### src/rtl/rtc_day_bcd_loader.sv
// rtc_day_bcd_loader: validates a packed BCD day byte, converts it to a 0..30 binary count and commits it; also does up/down day editing.
// Optional out-of-range clamping on loads is enabled by defining RTC_DAY_CLAMP_EN.
module rtc_day_bcd_loader #(
    parameter int N        = 5,
    parameter int EDIT_SEL = 6
) (
    input  logic         clk,
    input  logic         reset,
    input  logic [7:0]   data_in,
    input  logic         load_stb,
    input  logic [3:0]   en_count,
    input  logic         enUP,
    input  logic         enDOWN,
    output logic         busy,
    output logic         load_ack,
    output logic         load_err,
    output logic [N-1:0] day_bin
);
    typedef enum logic [1:0] {IDLE, CHECK, COMMIT, REJECT} state_t;

    state_t       state_q, state_d;
    logic [7:0]   shadow_q, shadow_d;
    logic [N-1:0] day_q, day_d;
    logic         err_q, err_d;
    logic [3:0]   tens, units;
    logic         digits_ok, range_ok, accept;
    logic [N-1:0] conv, commit_val;

    assign tens      = shadow_q[7:4];
    assign units     = shadow_q[3:0];
    assign digits_ok = (tens <= 4'd3) && (units <= 4'd9);
    // With legal digits the BCD byte orders the same as its decimal value
    assign range_ok  = (shadow_q != 8'h00) && (shadow_q <= 8'h31);
    assign conv      = N'({tens, 3'b000} + {2'b00, tens, 1'b0} + {3'b000, units}) - N'(1);

`ifdef RTC_DAY_CLAMP_EN
    assign accept     = digits_ok;
    assign commit_val = (shadow_q == 8'h00) ? '0 : (range_ok ? conv : N'(30));
`else
    assign accept     = digits_ok && range_ok;
    assign commit_val = conv;
`endif

    always_comb begin
        state_d  = state_q;
        shadow_d = shadow_q;
        day_d    = day_q;
        err_d    = err_q;
        case (state_q)
            IDLE: begin
                if (load_stb) begin
                    shadow_d = data_in;
                    state_d  = CHECK;
                end else if (en_count == 4'(EDIT_SEL)) begin
                    if (enUP)
                        day_d = (day_q >= N'(30)) ? '0 : day_q + N'(1);
                    else if (enDOWN)
                        day_d = (day_q == '0) ? N'(30) : day_q - N'(1);
                end
            end
            CHECK:   state_d = accept ? COMMIT : REJECT;
            COMMIT: begin
                day_d   = commit_val;
                err_d   = 1'b0;
                state_d = IDLE;
            end
            default: begin
                err_d   = 1'b1;
                state_d = IDLE;
            end
        endcase
    end

    always_ff @(posedge clk or negedge reset) begin
        if (!reset) begin
            state_q  <= IDLE;
            shadow_q <= 8'h00;
            day_q    <= '0;
            err_q    <= 1'b0;
        end else begin
            state_q  <= state_d;
            shadow_q <= shadow_d;
            day_q    <= day_d;
            err_q    <= err_d;
        end
    end

    assign busy     = (state_q != IDLE);
    assign load_ack = (state_q == COMMIT) || (state_q == REJECT);
    assign load_err = err_q;
    assign day_bin  = day_q;
endmodule

### config.mk
export PLATFORM = sky130hd
export DESIGN_NAME = rtc_day_bcd_loader
export DESIGN_NICKNAME = d
export VERILOG_FILES = /design/src/rtl/rtc_day_bcd_loader.sv
export SDC_FILE = /design/constraint.sdc
export NUM_CORES = 1
export LEC_CHECK = 0
export ABC_AREA = 1
export ABC_CLOCK_PERIOD_IN_PS = 4300
export BUFFER_PORTS_ARGS = -buffer_cell sky130_fd_sc_hd__buf_2
export CORE_MARGIN = 2
export CORE_UTILIZATION = 25
export DETAILED_ROUTE_END_ITERATION = 10
export HOLD_SLACK_MARGIN = 0.03
export SYNTH_ARGS = -nofsm -noshare
export SYNTH_HDL_FRONTEND = slang
export SYNTH_SLANG_ARGS = --single-unit
export TNS_END_PERCENT = 20
### constraint.sdc
create_clock -name clk -period 4.3 [get_ports clk]
set_clock_uncertainty 0.15 [all_clocks]
set_input_delay 0.645 -clock clk [delete_from_list [all_inputs] [get_ports clk]]
set_output_delay 0.645 -clock clk [all_outputs]
set_load 0.02 [all_outputs]
==> impl_metrics.tcl, run 1 <==
set metrics [dict create \
    met3_usage_pct 1.66 \
    coreArea_um2 4660 \
    slew_headroom_pct 71.5 \
    track_usage_pct 10.1 \
    cp-end-kind "flop" \
    die_h_um 73.0 \
    hpwlAfterDp_mm 1.94 \
    finalSetupViolCount 0 \
    p_sw_w 0.000515 \
    clock-sinks 16 \
    post_cts_buffers 0 \
    routed_via_density 4.40 \
    rows 25 \
    cts-htree-levels 1 \
    die_area_um2 5330 \
    path_cells "inv_1 > ha_1 > fa_1 > fa_1 > inv_1 > nand2_1 > nand3_1 > nand2_1 > nor2_1 > nor2_1" \
    start_util_pct 25.6 \
    n_antenna_cell 0 \
    ir_drop_uv 281 \
    cap_violations 0 \
    slowest_stage "fa_1" \
    drt_first_pass_iters 4 \
    finalPower_w 0.00108 \
    worstRegToRegCells 10 \
    final_cell_mix "nand2_1 (34), nor2_1 (26), inv_1 (24), buf_2 (24), dfrtp_1 (16)" \
    ant_nets 0 \
    seqPwrFrac_pct 28.2 \
    antenna_found_initial 0 \
    combPwrFrac_pct 59.6 \
    p_clk_share_pct 12.2 \
    ios 25 \
    drc 0 \
    grt_pass1_vias 1052 \
    routed-via-count 1065 \
    cp-startpoint "shadow_q[4]" \
    ctsLongestPathBuffers 2 \
    synth_fp_nets 191 \
    hold_class "primary input to async pin" \
    wl_per_cell_um 9.60 \
    power.density_nw_per_um2 763 \
    critical_path.top_delay_family "adder cells" \
    fin_tns_setup_ps 0 \
    use_met1_pct 12.4 \
    cts_tree "built" \
    syn_to_final_growth_pct 19.0 \
    globalRouteMet2Util_pct 17.6 \
    drt_iter0_drc 46 \
    io_buffers 24 \
    critPathMaxStageDelay_ps 490 \
    min_period_ps 2330 \
    die_x_um 73.0 \
    timing.rr.end "day_bin[4]" \
    layout_commonest_cell "nand2_1" \
    ctsHoldBuffers 0 \
    postSynthCellCount 163 \
    status "finished, final reports clean" \
    cts_buffers 3 \
    cp.arrival_ps 2320 \
    path_buf_inv 2 \
    power_switching_share_pct 47.7 \
    ys_warn_count 0 \
    reg2reg_slack_ps 1970 \
    cts_resized 0 \
    min_period_over_period_pct 54.2 \
    ys_types 27 \
    gp_congestion 0.877 \
    final_cell_area_um2 1420 \
    p_leak_nw 0.767 \
    syn-cell-area_um2 1190 \
    routed_wl_mm 2.32 \
    ys_ff_latch 16 \
    clkSlewWorstSetupHoldPaths_ps 60 \
    nets 217 \
    crit-reg2reg-launch "shadow_q[4]" \
    cp.required_ps 4290 \
    finalHoldViolations 0 \
    rsz0062_at_grt "false" \
    worstSkewPairLatency_ps 250 \
    place_area_um2 1360 \
    start_kind "flop" \
    crit_type "flop to flop" \
    grt_pass1_wl_mm 4.33 \
    fmax_mhz 429 \
    fin_hold_ws_ps 149 \
    grt-ovfl-total 0 \
    grt_max_degree 17 \
    finalMaxSlewViolations 0 \
    cp_max_fo 4 \
    ys_seq_area_share_pct 33.6 \
    syn_avg_cell_area_um2 7.31 \
    grt-busiest-layer "met2" \
    layout-drive-gt1-share_pct 21.3 \
    p_int_w 0.000566 \
    worst_slew_pin_slew_ps 427 \
    root_buffer "clkbuf_8" \
]
## metal layers
layer | up-vias | part of all wire [%]
met5 | - | 0
met4 | 0 | 0.90
met3 | 4 | 3.2
met2 | 17 | 47
met1 | 484 | 49
li1 | 560 | -
## metrics by stage
| step | std cells | utilization (%) | setup WS (ps) |
|---|---|---|---|
| 6_report | 242 | 30.4 | 1970 |
| 2_1_floorplan | 163 | - | 2080 |
| 5_1_grt | 242 | 30.4 | 1830 |
| 4_1_cts | 242 | 30.4 | 1950 |
| 3_5_place_dp | 238 | 29.2 | 1960 |
| 3_3_place_gp | 238 | 29.2 | 2030 |
## cell families (layout without fill, tap and decap cells)
logic type | Yosys count | in the layout | synth area share (%)
xor+xnor | 4 | 4 | 2.94
mux | 2 | 2 | 1.89
simple gates | 84 | 84 | 31.7
compound gates | 16 | 16 | 7.14
flops | 16 | 16 | 33.6
buf+inv | 30 | 55 | 9.87
fa+ha+maj | 11 | 11 | 12.8
## flip-flops by register name (all words and copies together) (netlist names)
| name | cells |
|---|---|
| load_err | 1 |
| shadow_q | 8 |
| state_q | 2 |
| day_bin | 5 |
## power by group through the flow
stage	Sequential (W)	Clock (W)	Combinational [W]
after floorplan	0.000313	0	0.000501
after global placement	0.000308	0	0.000646
after detailed placement	0.000308	0	0.000654
after CTS	0.000306	0.000136	0.000662
after global routing	0.000321	0.000142	0.000769
final	0.000305	0.000132	0.000645
## layout make-up
type | instances | area (um2)
well taps | 54 | 67.6
multi-input cells | 117 | 673
inverters | 27 | 101
clock buffers | 4 | 55.1
repair buffers | 24 | 120
flip-flops and latches | 16 | 400
fillers | 511 | 3240
## worst max path at each step
stage,endpoint,depth (start not counted)
finish,day_bin[4],10
global route,day_bin[4],10
CTS,day_bin[4],10
detailed placement,day_bin[4],10
global placement,day_bin[4],10
floorplan,day_bin[4],10
## synthesized netlist by cell type
library cell | number | area [um2]
dfrtp_1 | 16 | 400
or2_4 | 1 | 8.76
mux2_2 | 2 | 22.5
clkbuf_1 | 1 | 3.75
nor4_1 | 1 | 6.26
xor2_1 | 3 | 26.3
nand2_2 | 1 | 6.26
or2_1 | 1 | 6.26
o21ai_0 | 3 | 15.0
buf_2 | 1 | 5.00
nor2_4 | 3 | 33.8
a21oi_2 | 1 | 8.76
buf_4 | 1 | 7.51
inv_1 | 24 | 90.1
a21oi_1 | 9 | 45.0
nand3_1 | 13 | 65.1
o21ai_1 | 2 | 10.0
nand2_1 | 34 | 128
xnor2_1 | 1 | 8.76
nand4_1 | 2 | 12.5
o22ai_1 | 1 | 6.26
ha_1 | 9 | 113
inv_2 | 3 | 11.3
nand3b_1 | 1 | 7.51
fa_1 | 2 | 40.0
nor2_1 | 26 | 97.6
or2_2 | 1 | 6.26
## worst register-to-register path, cell delays in order, from the launching register on
cell,delay [ps]
dfrtp_1,380
inv_1,110
ha_1,260
fa_1,490
fa_1,450
inv_1,70
nand2_1,60
nand3_1,70
nand2_1,50
nor2_1,90
nor2_1,50
Note: power is estimated with default switching activity, not from simulation.
==> run 2: changes to the inputs <==
--- a/config.mk
+++ b/config.mk
@@ -6,7 +6,7 @@
 export NUM_CORES = 1
 export LEC_CHECK = 0
 export ABC_AREA = 1
-export ABC_CLOCK_PERIOD_IN_PS = 4300
+export ABC_CLOCK_PERIOD_IN_PS = 2350
 export BUFFER_PORTS_ARGS = -buffer_cell sky130_fd_sc_hd__buf_2
 export CORE_MARGIN = 2
 export CORE_UTILIZATION = 25
==> constraint.sdc (replaced) <==
create_clock -name clk -period 2.35 [get_ports clk]
set_clock_uncertainty 0.15 [all_clocks]
set_input_delay 0.3525 -clock clk [delete_from_list [all_inputs] [get_ports clk]]
set_output_delay 0.3525 -clock clk [all_outputs]
set_load 0.02 [all_outputs]
==> impl_metrics.tcl, run 2 (synthesis gave the netlist of run 1 again) <==
set metrics [dict create \
    fin_tns_setup_ps 0 \
    die_x_um 73.0 \
    critical_path.top_delay_family "adder cells" \
    crit_type "flop to flop" \
    grt_pass1_wl_mm 4.27 \
    power.density_nw_per_um2 1410 \
    grt_max_degree 17 \
    layout-drive-gt1-share_pct 25.7 \
    ctsLongestPathBuffers 2 \
    place_area_um2 1370 \
    n_antenna_cell 0 \
    start_kind "flop" \
    ir_drop_uv 662 \
    ant_nets 0 \
    clkSlewWorstSetupHoldPaths_ps 60 \
    final_cell_mix "nand2_1 (33), nor2_1 (26), buf_2 (24)" \
    ios 25 \
    wl_met2_mm 1.14 \
    cp.required_ps 2340 \
    antenna_found_initial 0 \
    cap_violations 0 \
    grt_pass1_vias 1027 \
    status "finished, final reports clean" \
    nets 221 \
    min_period_over_period_pct 95.5 \
    drt_first_pass_iters 4 \
    rows 25 \
    cts_buffers 3 \
    crit_cells 13 \
    p_int_w 0.00106 \
    p_leak_nw 0.775 \
    p_clk_share_pct 9.8 \
    path_buf_inv 4 \
    whs_path_depth 2 \
    top_register "shadow_q" \
    pre_cts_slack_ps 30.3 \
    die_area_um2 5330 \
    critPathMaxStageDelay_ps 400 \
    cts_tree "built" \
    hold_class "primary input to flop" \
    cp-end-kind "flop" \
    gp_congestion 0.825 \
    routed_wl_mm 2.45 \
    die_h_um 73.0 \
    min_period_ps 2240 \
    track_usage_pct 10.1 \
    combPwrFrac_pct 63.0 \
    wl_per_cell_um 10.0 \
    routed-via-count 1063 \
    start_util_pct 25.6 \
    clock-sinks 16 \
    finalMaxSlewViolations 0 \
    fin_hold_ws_ps 186 \
    p_sw_w 0.000991 \
    seqPwrFrac_pct 27.2 \
    drc 0 \
    drt_iter0_drc 47 \
    io_buffers 24 \
    met1Wirelength_mm 1.18 \
    slowest_stage "fa_2" \
    cp.arrival_ps 2230 \
    worstSkewPairLatency_ps 250 \
    finalHoldViolations 0 \
    slew_headroom_pct 71.8 \
    worst_slew_pin_slew_ps 423 \
    coreArea_um2 4660 \
    largest_reg_flops 8 \
    top_layer "met4" \
    syn_to_final_growth_pct 22.5 \
    met3_length_um 86 \
    root_buffer "clkbuf_8" \
    fmax_mhz 446 \
    final_cell_area_um2 1460 \
    finalSetupViolCount 0 \
    hpwlAfterDp_mm 1.93 \
    grt-ovfl-total 0 \
    worstRegToRegCells 13 \
    routed_via_density 4.34 \
    path_cells "inv_2 > ha_4 > inv_1 > ha_1 > ha_1 > inv_1 > fa_2 > inv_2 > nand2_2 > nand3_2 > nand2_1 > nor2_1 > nor2_1" \
    fin_ws_ps 105 \
    finalPower_w 0.00205 \
    layout_commonest_cell "nand2_1" \
    power_switching_share_pct 48.3 \
    cts-htree-levels 1 \
    cp_max_fo 3 \
]
## run 2: changes by cell type in the layout (fill, tap and decap cells not counted), sizes merged
| cell | change |
|---|---|
| buf | +3 |
| clkbuf | -1 |
| dlygate4sd3 | +1 |
## run 2: power by group through the flow
stage / Combinational (W) / Clock, W / Sequential (W)
floorplan: 0.000917 / 0 / 0.000573
global placement: 0.00119 / 0 / 0.000563
detailed placement: 0.00120 / 0 / 0.000561
CTS: 0.00122 / 0.000208 / 0.000557
global route: 0.00154 / 0.000220 / 0.000579
finish: 0.00129 / 0.000201 / 0.000558
## run 2: path summary, 6_finish.rpt
| kind | endpoint | slack [ps] | startpoint |
|---|---|---|---|
| max in group asynchronous | day_bin[1] | 1410 | reset |
| hold / removal | shadow_q[7] | 190 | data_in[7] |
| min in group asynchronous | shadow_q[6] | 390 | reset |
| setup / recovery | day_bin[4] | 110 | shadow_q[5] |
| hold reg to reg | state_q[1] | 360 | state_q[1] |
| setup reg to reg | day_bin[4] | 110 | shadow_q[5] |
## run 2: layer usage
metal  vias to the layer above  global-route usage, %
li1                        570                      -
met1                       470                   13.2
met2                        18                   16.6
met3                         5                   1.52
met4                         0                   4.32
met5                         -                      0
## run 2: area by class of cell
class | count | area [um2]
Inverter | 27 | 101
Sequential cell | 16 | 400
Fill cell | 509 | 3200
Timing Repair Buffer | 28 | 153
Tap cell | 54 | 67.6
Multi-Input combinational cell | 117 | 696
Clock buffer | 3 | 41.3
## run 2: metrics by stage
| step | utilization (%) | cells |
|---|---|---|
| finish | 31.3 | 245 |
| global route | 31.3 | 245 |
| CTS | 30.5 | 243 |
| detailed placement | 29.4 | 239 |
| global placement | 29.4 | 239 |
| floorplan | - | 163 |
## run 2: timing repair
action,4_1_cts,5_1_grt
gates resized for setup,0,7
setup buffers,0,2
endpoints found under the setup margin,0,1
hold endpoints to repair,16,0
hold buffers,1,0
